[config.mk]
export PLATFORM = sky130hd
export DESIGN_NAME = spi_daq_scan_ctrl
export DESIGN_NICKNAME = d
export VERILOG_FILES = /design/src/rtl/spi_daq_pkg.sv /design/src/rtl/spi_daq_scan_ctrl_shifter.sv /design/src/rtl/spi_daq_scan_ctrl.sv
export SDC_FILE = /design/constraint.sdc
export NUM_CORES = 1
export LEC_CHECK = 0
export ABC_AREA = 1
export CAP_MARGIN = 20
export CELL_PAD_IN_SITES_DETAIL_PLACEMENT = 0
export CELL_PAD_IN_SITES_GLOBAL_PLACEMENT = 2
export CORE_MARGIN = 1
export CORE_UTILIZATION = 38
export DETAILED_ROUTE_END_ITERATION = 8
export PLACE_DENSITY_LB_ADDON = 0.1
export SETUP_SLACK_MARGIN = 0.1
export SLEW_MARGIN = 0
export SYNTH_ARGS = -nofsm -noshare
export SYNTH_HDL_FRONTEND = slang
export SYNTH_SLANG_ARGS = --single-unit
[constraint.sdc]
create_clock -name clk -period 4.35 [get_ports clk]
set_clock_uncertainty 0.2 [all_clocks]
set_input_delay 0.87 -clock clk [delete_from_list [all_inputs] [get_ports clk]]
set_output_delay 0.87 -clock clk [all_outputs]
set_load 0.01 [all_outputs]
[src/rtl/spi_daq_pkg.sv]
// Shared types and helpers for the SPI DAQ scan sequencer.
//   spi_scan_state_e : scan FSM state encoding
//   build_cmd()      : channel-select command word (bit frame_w-1 set,
//                      channel number in the bits directly below it)
package spi_daq_pkg;

    typedef enum logic [2:0] {
        ST_IDLE,
        ST_SELECT,
        ST_SETUP,
        ST_SHIFT,
        ST_GAP,
        ST_RESULT,
        ST_FINISH
    } spi_scan_state_e;

    // Widest frame supported; callers truncate to their own FRAME_W.
    localparam int MAX_FRAME_W = 32;

    function automatic logic [MAX_FRAME_W-1:0] build_cmd(
        input logic [3:0] ch,
        input int         frame_w,
        input int         ch_w
    );
        logic [MAX_FRAME_W-1:0] cmd;
        cmd = (MAX_FRAME_W'(1) << (frame_w - 1))
            | (MAX_FRAME_W'(ch) << (frame_w - 1 - ch_w));
        return cmd;
    endfunction

endpackage

[src/rtl/spi_daq_scan_ctrl_shifter.sv]
// SPI mode-0 bit engine: sck divider plus MOSI/MISO shift registers.
// A load pulse starts one frame: CLK_DIV cycles of setup with sck low and the
// command MSB on mosi, then FRAME_W bits of CLK_DIV high + CLK_DIV low.
//   clk, rst_n  : clock, async active-low reset
//   load        : start a frame with cmd (ignored bits while active are not expected)
//   cmd         : command word shifted out MSB first
//   miso        : serial input, sampled as sck is driven high
//   sck, mosi   : registered SPI outputs
//   frame_done  : high during the final low-half cycle of the frame
//   rx_word     : captured MISO word, valid once frame_done has been seen
module spi_daq_shifter #(
    parameter int FRAME_W = 16,
    parameter int CLK_DIV = 2
) (
    input  logic               clk,
    input  logic               rst_n,
    input  logic               load,
    input  logic [FRAME_W-1:0] cmd,
    input  logic               miso,
    output logic               sck,
    output logic               mosi,
    output logic               frame_done,
    output logic [FRAME_W-1:0] rx_word
);

    localparam int DIV_W  = $clog2(CLK_DIV + 1);
    localparam int HALF_W = $clog2(2 * FRAME_W + 1);

    logic               active_q, active_d;
    logic [DIV_W-1:0]   div_q, div_d;
    // Remaining sck half-periods; the setup interval runs while this is 2*FRAME_W.
    logic [HALF_W-1:0]  halves_q, halves_d;
    logic               sck_q, sck_d;
    logic               mosi_q, mosi_d;
    logic [FRAME_W-1:0] tx_q, tx_d;
    logic [FRAME_W-1:0] rx_q, rx_d;

    always_ff @(posedge clk or negedge rst_n) begin
        if (!rst_n) begin
            active_q <= 1'b0;
            div_q    <= '0;
            halves_q <= '0;
            sck_q    <= 1'b0;
            mosi_q   <= 1'b0;
            tx_q     <= '0;
            rx_q     <= '0;
        end else begin
            active_q <= active_d;
            div_q    <= div_d;
            halves_q <= halves_d;
            sck_q    <= sck_d;
            mosi_q   <= mosi_d;
            tx_q     <= tx_d;
            rx_q     <= rx_d;
        end
    end

    always_comb begin
        active_d = active_q;
        div_d    = div_q;
        halves_d = halves_q;
        sck_d    = sck_q;
        mosi_d   = mosi_q;
        tx_d     = tx_q;
        rx_d     = rx_q;
        if (load) begin
            active_d = 1'b1;
            div_d    = DIV_W'(CLK_DIV - 1);
            halves_d = HALF_W'(2 * FRAME_W);
            sck_d    = 1'b0;
            mosi_d   = cmd[FRAME_W-1];
            tx_d     = {cmd[FRAME_W-2:0], 1'b0};
        end else if (active_q) begin
            if (div_q != '0) begin
                div_d = div_q - DIV_W'(1);
            end else if (halves_q == '0) begin
                active_d = 1'b0;
                mosi_d   = 1'b0;
            end else begin
                halves_d = halves_q - HALF_W'(1);
                div_d    = DIV_W'(CLK_DIV - 1);
                if (!sck_q) begin
                    sck_d = 1'b1;
                    rx_d  = {rx_q[FRAME_W-2:0], miso};
                end else begin
                    sck_d  = 1'b0;
                    mosi_d = tx_q[FRAME_W-1];
                    tx_d   = {tx_q[FRAME_W-2:0], 1'b0};
                end
            end
        end
    end

    assign frame_done = active_q && (div_q == '0) && (halves_q == '0);
    assign sck        = sck_q;
    assign mosi       = mosi_q;
    assign rx_word    = rx_q;

endmodule

[src/rtl/spi_daq_scan_ctrl.sv]
// SPI DAQ scan sequencer: walks the latched channel mask in ascending order,
// runs one SPI mode-0 frame per enabled channel and returns each captured
// word on a valid/ready stream.
//   clk, rst_n            : clock, async active-low reset
//   start, chan_mask      : begin a scan; mask latched when start is accepted
//   busy, done            : scan in progress / one-cycle end-of-scan pulse
//   res_valid/ready/ch/data : result stream
//   sck, cs_n, mosi, miso : SPI bus
// Optional build macro SPI_DAQ_SCAN_CONT_EN adds input cont: when high at
// the last result of a scan, the scan restarts from channel 0 after done.
//
// state     | meaning
// ----------+-----------------------------------------------------------
// IDLE      | waiting for start
// SELECT    | find lowest enabled channel at/above pointer, load command
// SETUP     | cs_n low, sck low, command MSB on mosi (CLK_DIV cycles)
// SHIFT     | FRAME_W sck periods driven by the shifter
// GAP       | cs_n high for CS_GAP cycles
// RESULT    | present result, wait for handshake
// FINISH    | done pulse, return to IDLE (or SELECT when continuing)
module spi_daq_scan_ctrl
    import spi_daq_pkg::*;
#(
    parameter int  NUM_CH  = 4,
    parameter int  FRAME_W = 16,
    parameter int  CLK_DIV = 2,
    parameter int  CS_GAP  = 2,
    localparam int CH_W    = $clog2(NUM_CH)
) (
    input  logic               clk,
    input  logic               rst_n,
    input  logic               start,
    input  logic [NUM_CH-1:0]  chan_mask,
`ifdef SPI_DAQ_SCAN_CONT_EN
    input  logic               cont,
`endif
    output logic               busy,
    output logic               done,
    output logic               res_valid,
    input  logic               res_ready,
    output logic [CH_W-1:0]    res_ch,
    output logic [FRAME_W-1:0] res_data,
    output logic               sck,
    output logic               cs_n,
    output logic               mosi,
    input  logic               miso
);

    // Pointer is one bit wider than a channel so it can sit past the last channel.
    localparam int PTR_W   = CH_W + 1;
    localparam int TMR_MAX = (CLK_DIV > CS_GAP) ? CLK_DIV : CS_GAP;
    localparam int TMR_W   = $clog2(TMR_MAX + 1);

    spi_scan_state_e    state_q, state_d;
    logic [NUM_CH-1:0]  mask_q, mask_d;
    logic [PTR_W-1:0]   ptr_q, ptr_d;
    logic [CH_W-1:0]    ch_q, ch_d;
    logic [TMR_W-1:0]   tmr_q, tmr_d;
    logic               busy_q, busy_d;
    logic               done_q, done_d;
    logic               res_valid_q, res_valid_d;
    logic [CH_W-1:0]    res_ch_q, res_ch_d;
    logic [FRAME_W-1:0] res_data_q, res_data_d;
    logic               cs_n_q, cs_n_d;
`ifdef SPI_DAQ_SCAN_CONT_EN
    logic               cont_q, cont_d;
`endif

    logic               sel_found;
    logic [CH_W-1:0]    sel_ch;
    logic [FRAME_W-1:0] cmd;
    logic               load;
    logic               frame_done;
    logic [FRAME_W-1:0] rx_word;

    always_comb begin
        sel_found = 1'b0;
        sel_ch    = '0;
        // Descending walk so the lowest qualifying channel is the one kept.
        for (int i = NUM_CH - 1; i >= 0; i--) begin
            if (mask_q[i] && (PTR_W'(i) >= ptr_q)) begin
                sel_found = 1'b1;
                sel_ch    = CH_W'(i);
            end
        end
    end

    assign cmd = FRAME_W'(build_cmd(4'(sel_ch), FRAME_W, CH_W));

    // State register
    always_ff @(posedge clk or negedge rst_n) begin
        if (!rst_n) begin
            state_q <= ST_IDLE;
        end else begin
            state_q <= state_d;
        end
    end

    // Next-state logic
    always_comb begin
        state_d = state_q;
        case (state_q)
            ST_IDLE:   if (start) state_d = ST_SELECT;
            ST_SELECT: state_d = sel_found ? ST_SETUP : ST_FINISH;
            ST_SETUP:  if (tmr_q == '0) state_d = ST_SHIFT;
            ST_SHIFT:  if (frame_done) state_d = ST_GAP;
            ST_GAP:    if (tmr_q == '0) state_d = ST_RESULT;
            ST_RESULT: if (res_valid_q && res_ready) state_d = ST_SELECT;
`ifdef SPI_DAQ_SCAN_CONT_EN
            ST_FINISH: state_d = cont_q ? ST_SELECT : ST_IDLE;
`else
            ST_FINISH: state_d = ST_IDLE;
`endif
            default:   state_d = ST_IDLE;
        endcase
    end

    // Output / datapath logic
    always_comb begin
        mask_d      = mask_q;
        ptr_d       = ptr_q;
        ch_d        = ch_q;
        tmr_d       = tmr_q;
        busy_d      = busy_q;
        done_d      = 1'b0;
        res_valid_d = res_valid_q;
        res_ch_d    = res_ch_q;
        res_data_d  = res_data_q;
        cs_n_d      = cs_n_q;
        load        = 1'b0;
`ifdef SPI_DAQ_SCAN_CONT_EN
        cont_d      = cont_q;
`endif
        case (state_q)
            ST_IDLE: begin
                if (start) begin
                    mask_d = chan_mask;
                    ptr_d  = '0;
                    busy_d = 1'b1;
`ifdef SPI_DAQ_SCAN_CONT_EN
                    cont_d = 1'b0;
`endif
                end
            end
            ST_SELECT: begin
                if (sel_found) begin
                    ch_d   = sel_ch;
                    load   = 1'b1;
                    cs_n_d = 1'b0;
                    tmr_d  = TMR_W'(CLK_DIV - 1);
                end else begin
                    done_d = 1'b1;
                end
            end
            ST_SETUP: begin
                if (tmr_q != '0) tmr_d = tmr_q - TMR_W'(1);
            end
            ST_SHIFT: begin
                if (frame_done) begin
                    cs_n_d = 1'b1;
                    tmr_d  = TMR_W'(CS_GAP - 1);
                end
            end
            ST_GAP: begin
                if (tmr_q != '0) tmr_d = tmr_q - TMR_W'(1);
            end
            ST_RESULT: begin
                // First RESULT cycle publishes the word; it then holds until accepted.
                if (!res_valid_q) begin
                    res_valid_d = 1'b1;
                    res_ch_d    = ch_q;
                    res_data_d  = rx_word;
                end else if (res_ready) begin
                    res_valid_d = 1'b0;
                    ptr_d       = PTR_W'(ch_q) + PTR_W'(1);
`ifdef SPI_DAQ_SCAN_CONT_EN
                    cont_d      = cont;
`endif
                end
            end
            ST_FINISH: begin
`ifdef SPI_DAQ_SCAN_CONT_EN
                if (cont_q) begin
                    ptr_d = '0;
                end else begin
                    busy_d = 1'b0;
                end
`else
                busy_d = 1'b0;
`endif
            end
            default: ;
        endcase
    end

    always_ff @(posedge clk or negedge rst_n) begin
        if (!rst_n) begin
            mask_q      <= '0;
            ptr_q       <= '0;
            ch_q        <= '0;
            tmr_q       <= '0;
            busy_q      <= 1'b0;
            done_q      <= 1'b0;
            res_valid_q <= 1'b0;
            res_ch_q    <= '0;
            res_data_q  <= '0;
            cs_n_q      <= 1'b1;
`ifdef SPI_DAQ_SCAN_CONT_EN
            cont_q      <= 1'b0;
`endif
        end else begin
            mask_q      <= mask_d;
            ptr_q       <= ptr_d;
            ch_q        <= ch_d;
            tmr_q       <= tmr_d;
            busy_q      <= busy_d;
            done_q      <= done_d;
            res_valid_q <= res_valid_d;
            res_ch_q    <= res_ch_d;
            res_data_q  <= res_data_d;
            cs_n_q      <= cs_n_d;
`ifdef SPI_DAQ_SCAN_CONT_EN
            cont_q      <= cont_d;
`endif
        end
    end

    spi_daq_shifter #(
        .FRAME_W (FRAME_W),
        .CLK_DIV (CLK_DIV)
    ) u_shifter (
        .clk        (clk),
        .rst_n      (rst_n),
        .load       (load),
        .cmd        (cmd),
        .miso       (miso),
        .sck        (sck),
        .mosi       (mosi),
        .frame_done (frame_done),
        .rx_word    (rx_word)
    );

    assign busy      = busy_q;
    assign done      = done_q;
    assign res_valid = res_valid_q;
    assign res_ch    = res_ch_q;
    assign res_data  = res_data_q;
    assign cs_n      = cs_n_q;

endmodule

# Word level (Yosys, flattened, before mapping)
# Index checks and enable logic that the tools add are counted.
dict set report word_totals {
  regBits 79
  in_bits 9
  output_inout_bits 24
  word_cells 144
}
dict set report classes {
  n_addsub 4
  n_lt_le_gt_ge 4
  n_eq_ne 18
  mux 61
  n_bitwise 5
  reduce_logical 34
}
# op n
set op_table {}
lappend op_table {{16-bit 2-to-1 mux} 5}
lappend op_table {{1-bit 2-to-1 mux} 27}
lappend op_table {{3-bit 2-to-1 mux} 9}
lappend op_table {{6-bit 2-to-1 mux} 4}
lappend op_table {{2-bit 2-to-1 mux} 11}
lappend op_table {{2-bit inequality test, second input constant} 10}
lappend op_table {{3-bit case mux with 6 select lines} 1}
lappend op_table {{2-bit nonzero test} 7}
lappend op_table {{4-bit AND reduction} 3}
lappend op_table {{2-bit AND reduction} 5}
lappend op_table {{5-bit AND reduction} 2}
lappend op_table {{3-bit == test, second input constant} 3}
lappend op_table {{3-bit AND reduction} 3}
lappend op_table {{1-bit logical AND} 7}
lappend op_table {{3-bit by 2-bit == test with 1-bit output, second input constant} 2}
lappend op_table {{1-bit by 3-bit >= comparator with 1-bit output, first input constant} 2}
lappend op_table {{2-bit by 3-bit >= comparator with 1-bit output, first input constant} 2}
lappend op_table {{6-bit zero test} 1}
lappend op_table {{2-bit case mux with 3 select lines} 1}
lappend op_table {{3-bit case mux with 2 select lines} 1}
lappend op_table {{3-bit nonzero test} 2}
lappend op_table {{6-bit by 1-bit subtractor with 6-bit output, second input constant} 1}
lappend op_table {{1-bit NOT} 5}
lappend op_table {{2-bit zero test} 2}
lappend op_table {{8 further kinds} 10}

# Logic depth before layout (Yosys ltp)
dict set report depth {
  word_depth 10
  depth_mapped 10
}

# Cells and area by module
# From an unflattened synthesis, not the netlist that was laid out.
dict set report hier_totals {
  hier_cells 475
  hier_area_um2 3743.6
}
# mod n_inst cells_each area_per_inst_um2 seq_area_each_um2
set by_module_without_submodules {}
lappend by_module_without_submodules {spi_daq_shifter 1 271 2089.5 1051.0}
lappend by_module_without_submodules {spi_daq_scan_ctrl 1 204 1654.1 902.1}

# Worst setup path before layout
# OpenSTA, ideal clock, no wires.
dict set report synth_path {
  kind {input -> register}
  from {input port start}
  to {register mask_q[1]}
  setup_time_ps 125
  arrival_ps 1391
  t_required_ps 4025
  slack_ps 2634
  stages 2
  n_path_buf 0
  path_cell_list {nand3_1 > mux2_2}
}
dict set report synth_via {
  elab_chain_cells 1
}
# item line
set synth_lines {}
lappend synth_lines {{start, declared} spi_daq_scan_ctrl.sv:32} ;# input logic start,
lappend synth_lines {{2-bit AND reduction (no line)} -}
lappend synth_lines {{end signal, assigned} spi_daq_scan_ctrl.sv:212} ;# mask_q <= mask_d;
lappend synth_lines {{end, declared} spi_daq_scan_ctrl.sv:55} ;# logic [NUM_CH-1:0] mask_q, mask_d;
# No other way between the ends.
# A chain may end at the register's enable or synchronous reset.

# Worst setup path after layout
dict set report layout_path {
  from {register cs_n_q (netlist: cs_n)}
  to {output port cs_n}
}
# item line
set layout_rtl {}
lappend layout_rtl {{start, declared} spi_daq_scan_ctrl.sv:64} ;# logic cs_n_q, cs_n_d;
lappend layout_rtl {{start signal, assigned} spi_daq_scan_ctrl.sv:221} ;# cs_n_q <= cs_n_d;
lappend layout_rtl {{end, declared} spi_daq_scan_ctrl.sv:44} ;# output logic cs_n,
# No word-level cell between the ends.

==> run_results.csv <==
group,metric,value,unit
run_status,run_status,"complete, no violations",
synth,synth.lib_cells_used.distinct,32,
worst_setup_path,crit_path_max_incr_delay,0.54,ns
power,netSwitchingFraction,39.9,%
synth,syn_inst,314,
floorplanning,dieArea,8140,sq um
power,cellInternalPower,1650,uW
clock_tree,tritoncts,"built",
placement,port_buffers,32,
sta,finalSetupViolCount,0,
floorplanning,std_cell_rows,31,
route,drt-initial-drc-count,103,
synth,post_synth.cell_area_avg,9.42,sq um
sta,totalNegativeSetupSlack,0,ns
min_path,hold_path.class,"reg2reg",
cells_and_area,sequential_cell_area,1630,sq um
power,seqPwrFrac,36.9,%
global_route,antenna_found_initial,0,
global_route,grt_busiest_layer,"met1",
synth,synth-edff-count,0,
synth,yosys_most_used_dff,"sky130_fd_sc_hd__dfrtp_1",
route,antenna_left,0,
clock_tree,clock_latency,0.34,ns
sta,drv_slew,0,
clock_tree,clk_path_buf_depth,2,
route,routed_vias_inst,4.73,
cells_and_area,filler_cell_count,723,
global_route,gr-usage-met1,23.5,%
route,drc_errors,0,
floorplanning,io_pins,33,
sta,rsz0062_at_grt,"no",
worst_setup_path,r2r.worst_path.cells,8,
sta,maxClockFrequency,404,MHz
synth,synth.top_cells.by_area,"sky130_fd_sc_hd__dfrtp_1, sky130_fd_sc_hd__nand2_1, sky130_fd_sc_hd__mux2_2",
route,routed_wirelength,6000,um
clock_tree,cts.hold.buffers_added,0,
worst_setup_path,capturing_point_of_the_worst_reg2reg_path,"u_shifter.halves_q[5]",
clock_tree,clkSlewWorstSetupHoldPaths,0.07,ns
synth,yosys.cell_count.top_type,"sky130_fd_sc_hd__nand2_1",
worst_setup_path,critPathTopFamily,"flip-flops",
cells_and_area,final_layout_size_suffix_gt1_share,13.8,%
synth,yosysTopAreaCellShare,54.2,%
placement,dp_hpwl,3910,um
floorplanning,die_width,90.2,um
global_route,grt_first_pass_wirelength,10500,um
power,total_power,2740,uW
power,power.static_leakage,0.00177,uW
synth,most_frequent_cells_after_synthesis,"sky130_fd_sc_hd__nand2_1, sky130_fd_sc_hd__dfrtp_1, sky130_fd_sc_hd__inv_1",
worst_setup_path,timing.critical_path.buf_inv,1,
synth,synth_area_leader_cell,"sky130_fd_sc_hd__dfrtp_1",
cells_and_area,areaGrowthSynthToFinish,19.9,%
clock_tree,tritoncts_num_sinks,65,
clock_tree,tritoncts.num_buffers,9,
min_path,hold_path_depth,2,
worst_setup_path,worst-path-max-fanout,2,
worst_setup_path,start_kind,"flop",
clock_tree,post-cts-setup-buffers,0,
synth,post_synthesis_instance_area,2960,sq um
power,power_density,773,nW/um^2
floorplanning,die_h,90.2,um
power,worst_voltage_drop_across_the_vdd_grid,0.000233,V
synth,synth.yosys.seq_area_share,55.1,%
worst_setup_path,reg2reg_from,"u_shifter.halves_q[0]",
floorplanning,coreArea,7370,sq um
synth,postSynthNetCount,326,
cells_and_area,fin_nets,363,
route,detailroute.via_count,2151,
sta,finalHoldWorstSlack,0.275,ns
clock_tree,cts_root_buf,"sky130_fd_sc_hd__clkbuf_8",
worst_setup_path,crit_path_top_delay_cell,"sky130_fd_sc_hd__dfstp_2",
placement,place_congestion,0.722,
worst_setup_path,ff2ff_setup_slack,2.17,ns
global_route,grt_use_met3,3.89,%
global_route,grt_start_max_net_pins,45,
route,detailedRoute.firstPassIterationCount,4,
cells_and_area,multi_input_comb_area,1140,sq um
sta,slew-limit-headroom,49.4,%
route,wl_per_cell,13.2,um
global_route,gr-total-overflow,0,
global_route,grt.total_usage,16.4,%
worst_setup_path,cp_data_arrival_time,1.41,ns
flow_run,timing.max_cap.violations,0,
worst_setup_path,criticalPathCategory,"reg2out",
placement,preCtsSetupSlack,2.09,ns
worst_setup_path,worstPathCellList,"clkdlybuf4s50_1",
worst_setup_path,crit_path_end_kind,"output port",
clock_tree,cts_max_level,3,
power,portion_of_total_power_attributed_to_the_clock_network,20.7,%
min_path,holdPathEnd,"u_shifter.tx_q[14]",
global_route,grt_pass1_vias,2130,
sta,timing_hold_violations_final,0,
worst_setup_path,worstPathRequired,3.28,ns
sta,layout_setup_ws,1.87,ns
cells_and_area,insertedDiodeCount,0,
min_path,holdCritStartpoint,"u_shifter.tx_q[14]",
power,p_comb_share,42.4,%
synth,yosys_register_bits,65,
clock_tree,post_cts.resized_instances,0,
sta,final.period_utilization,56.9,%
synth,yosys_warnings,0,
synth,synth-async-reset-ratio,100,%
floorplanning,initial_utilization,40.1,%
power,net_sw_power,1090,uW
sta,worst-slew-pin-transition,0.756,ns
global_route,grtUsageMet2,23.2,%
sta,post-route-min-period,2.48,ns
## power by group through the flow
stage	Sequential (uW)	Clock, uW	Combinational (uW)
after floorplan	1030	0	842
after global placement	1020	0	1170
after detailed placement	1020	0	1170
after CTS	1010	584	1180
after global routing	1040	605	1330
final	1010	566	1160
## cell families (layout without fill, tap and decap cells)
logic type               count (synthesis)  after routing  synth area share, %
AO/OA/AOI/OAI                           32             32                 6.14
XOR/XNOR                                 4              4                 1.18
adder cells (fa/ha/maj)                  3              3                 1.27
buffers and inverters                   37             79                 6.39
flip-flops                              65             65                 55.1
multiplexers                            17             17                 6.47
AND/OR/NAND/NOR                        156            156                 23.5
## worst max path at each step
stage               start  depth (start not counted)         to  slack (ns)
global placement    start                          3  mask_q[1]        2.11
CTS                  cs_n                          1       cs_n        1.86
detailed placement  start                          3  mask_q[1]        2.09
global route         cs_n                          1       cs_n        1.83
finish               cs_n                          1       cs_n        1.87
floorplan           start                          2  mask_q[1]        2.63
## registers in the layout, summed over array words and instances (netlist names), 2 cells and up
register / count
state_q: 3
u_shifter.div_q: 2
tmr_q: 2
res_ch: 2
res_data: 16
u_shifter.rx_word: 16
u_shifter.tx_q: 2
mask_q: 4
ch_q: 2
u_shifter.halves_q: 6
ptr_q: 3
## per-layer routing
metal	share of wire [%]	wire [um]	vias up
met5	0	0	-
met4	1.4	82	0
met3	4.6	279	7
met2	42	2510	37
met1	52	3130	1019
li1	-	-	1088
## placed cells by master, fill, tap and decap left out, types with 2 or more instances in the layout
| master | n |
|---|---|
| sky130_fd_sc_hd__clkdlybuf4s50_1 | 31 |
| sky130_fd_sc_hd__bufinv_16 | 2 |
| sky130_fd_sc_hd__a21oi_1 | 5 |
| sky130_fd_sc_hd__nor2_4 | 2 |
| sky130_fd_sc_hd__o21ai_0 | 20 |
| sky130_fd_sc_hd__o21ai_1 | 2 |
| sky130_fd_sc_hd__nand4_1 | 3 |
| sky130_fd_sc_hd__xor2_1 | 4 |
| sky130_fd_sc_hd__clkbuf_8 | 9 |
| sky130_fd_sc_hd__clkinv_4 | 2 |
| sky130_fd_sc_hd__dfrtp_1 | 64 |
| sky130_fd_sc_hd__nand3_2 | 3 |
| sky130_fd_sc_hd__mux2_2 | 17 |
| sky130_fd_sc_hd__clkinv_2 | 2 |
| sky130_fd_sc_hd__nand2_1 | 97 |
| sky130_fd_sc_hd__ha_1 | 3 |
| sky130_fd_sc_hd__nand3_1 | 24 |
| sky130_fd_sc_hd__inv_1 | 29 |
| sky130_fd_sc_hd__nor2_1 | 20 |
## cell type report
cell class / instances / area share [%]
clock buffer: 9 / 3.49
clock inverter: 7 / 2.68
inverter: 30 / 3.18
multi-input combinational: 212 / 32.1
sequential: 65 / 45.9
tap: 99 / 3.49
timing repair buffer: 33 / 9.10
## through the flow
step	utilization [%]	std cells	cell area (sq um)
final	48.1	455	3550
after detailed placement	45.1	439	3330
after global placement	45.1	439	3330
after floorplan	-	314	2960
after CTS	48.1	455	3550
after global routing	48.1	455	3550
Power figures use the tool's default switching activity.
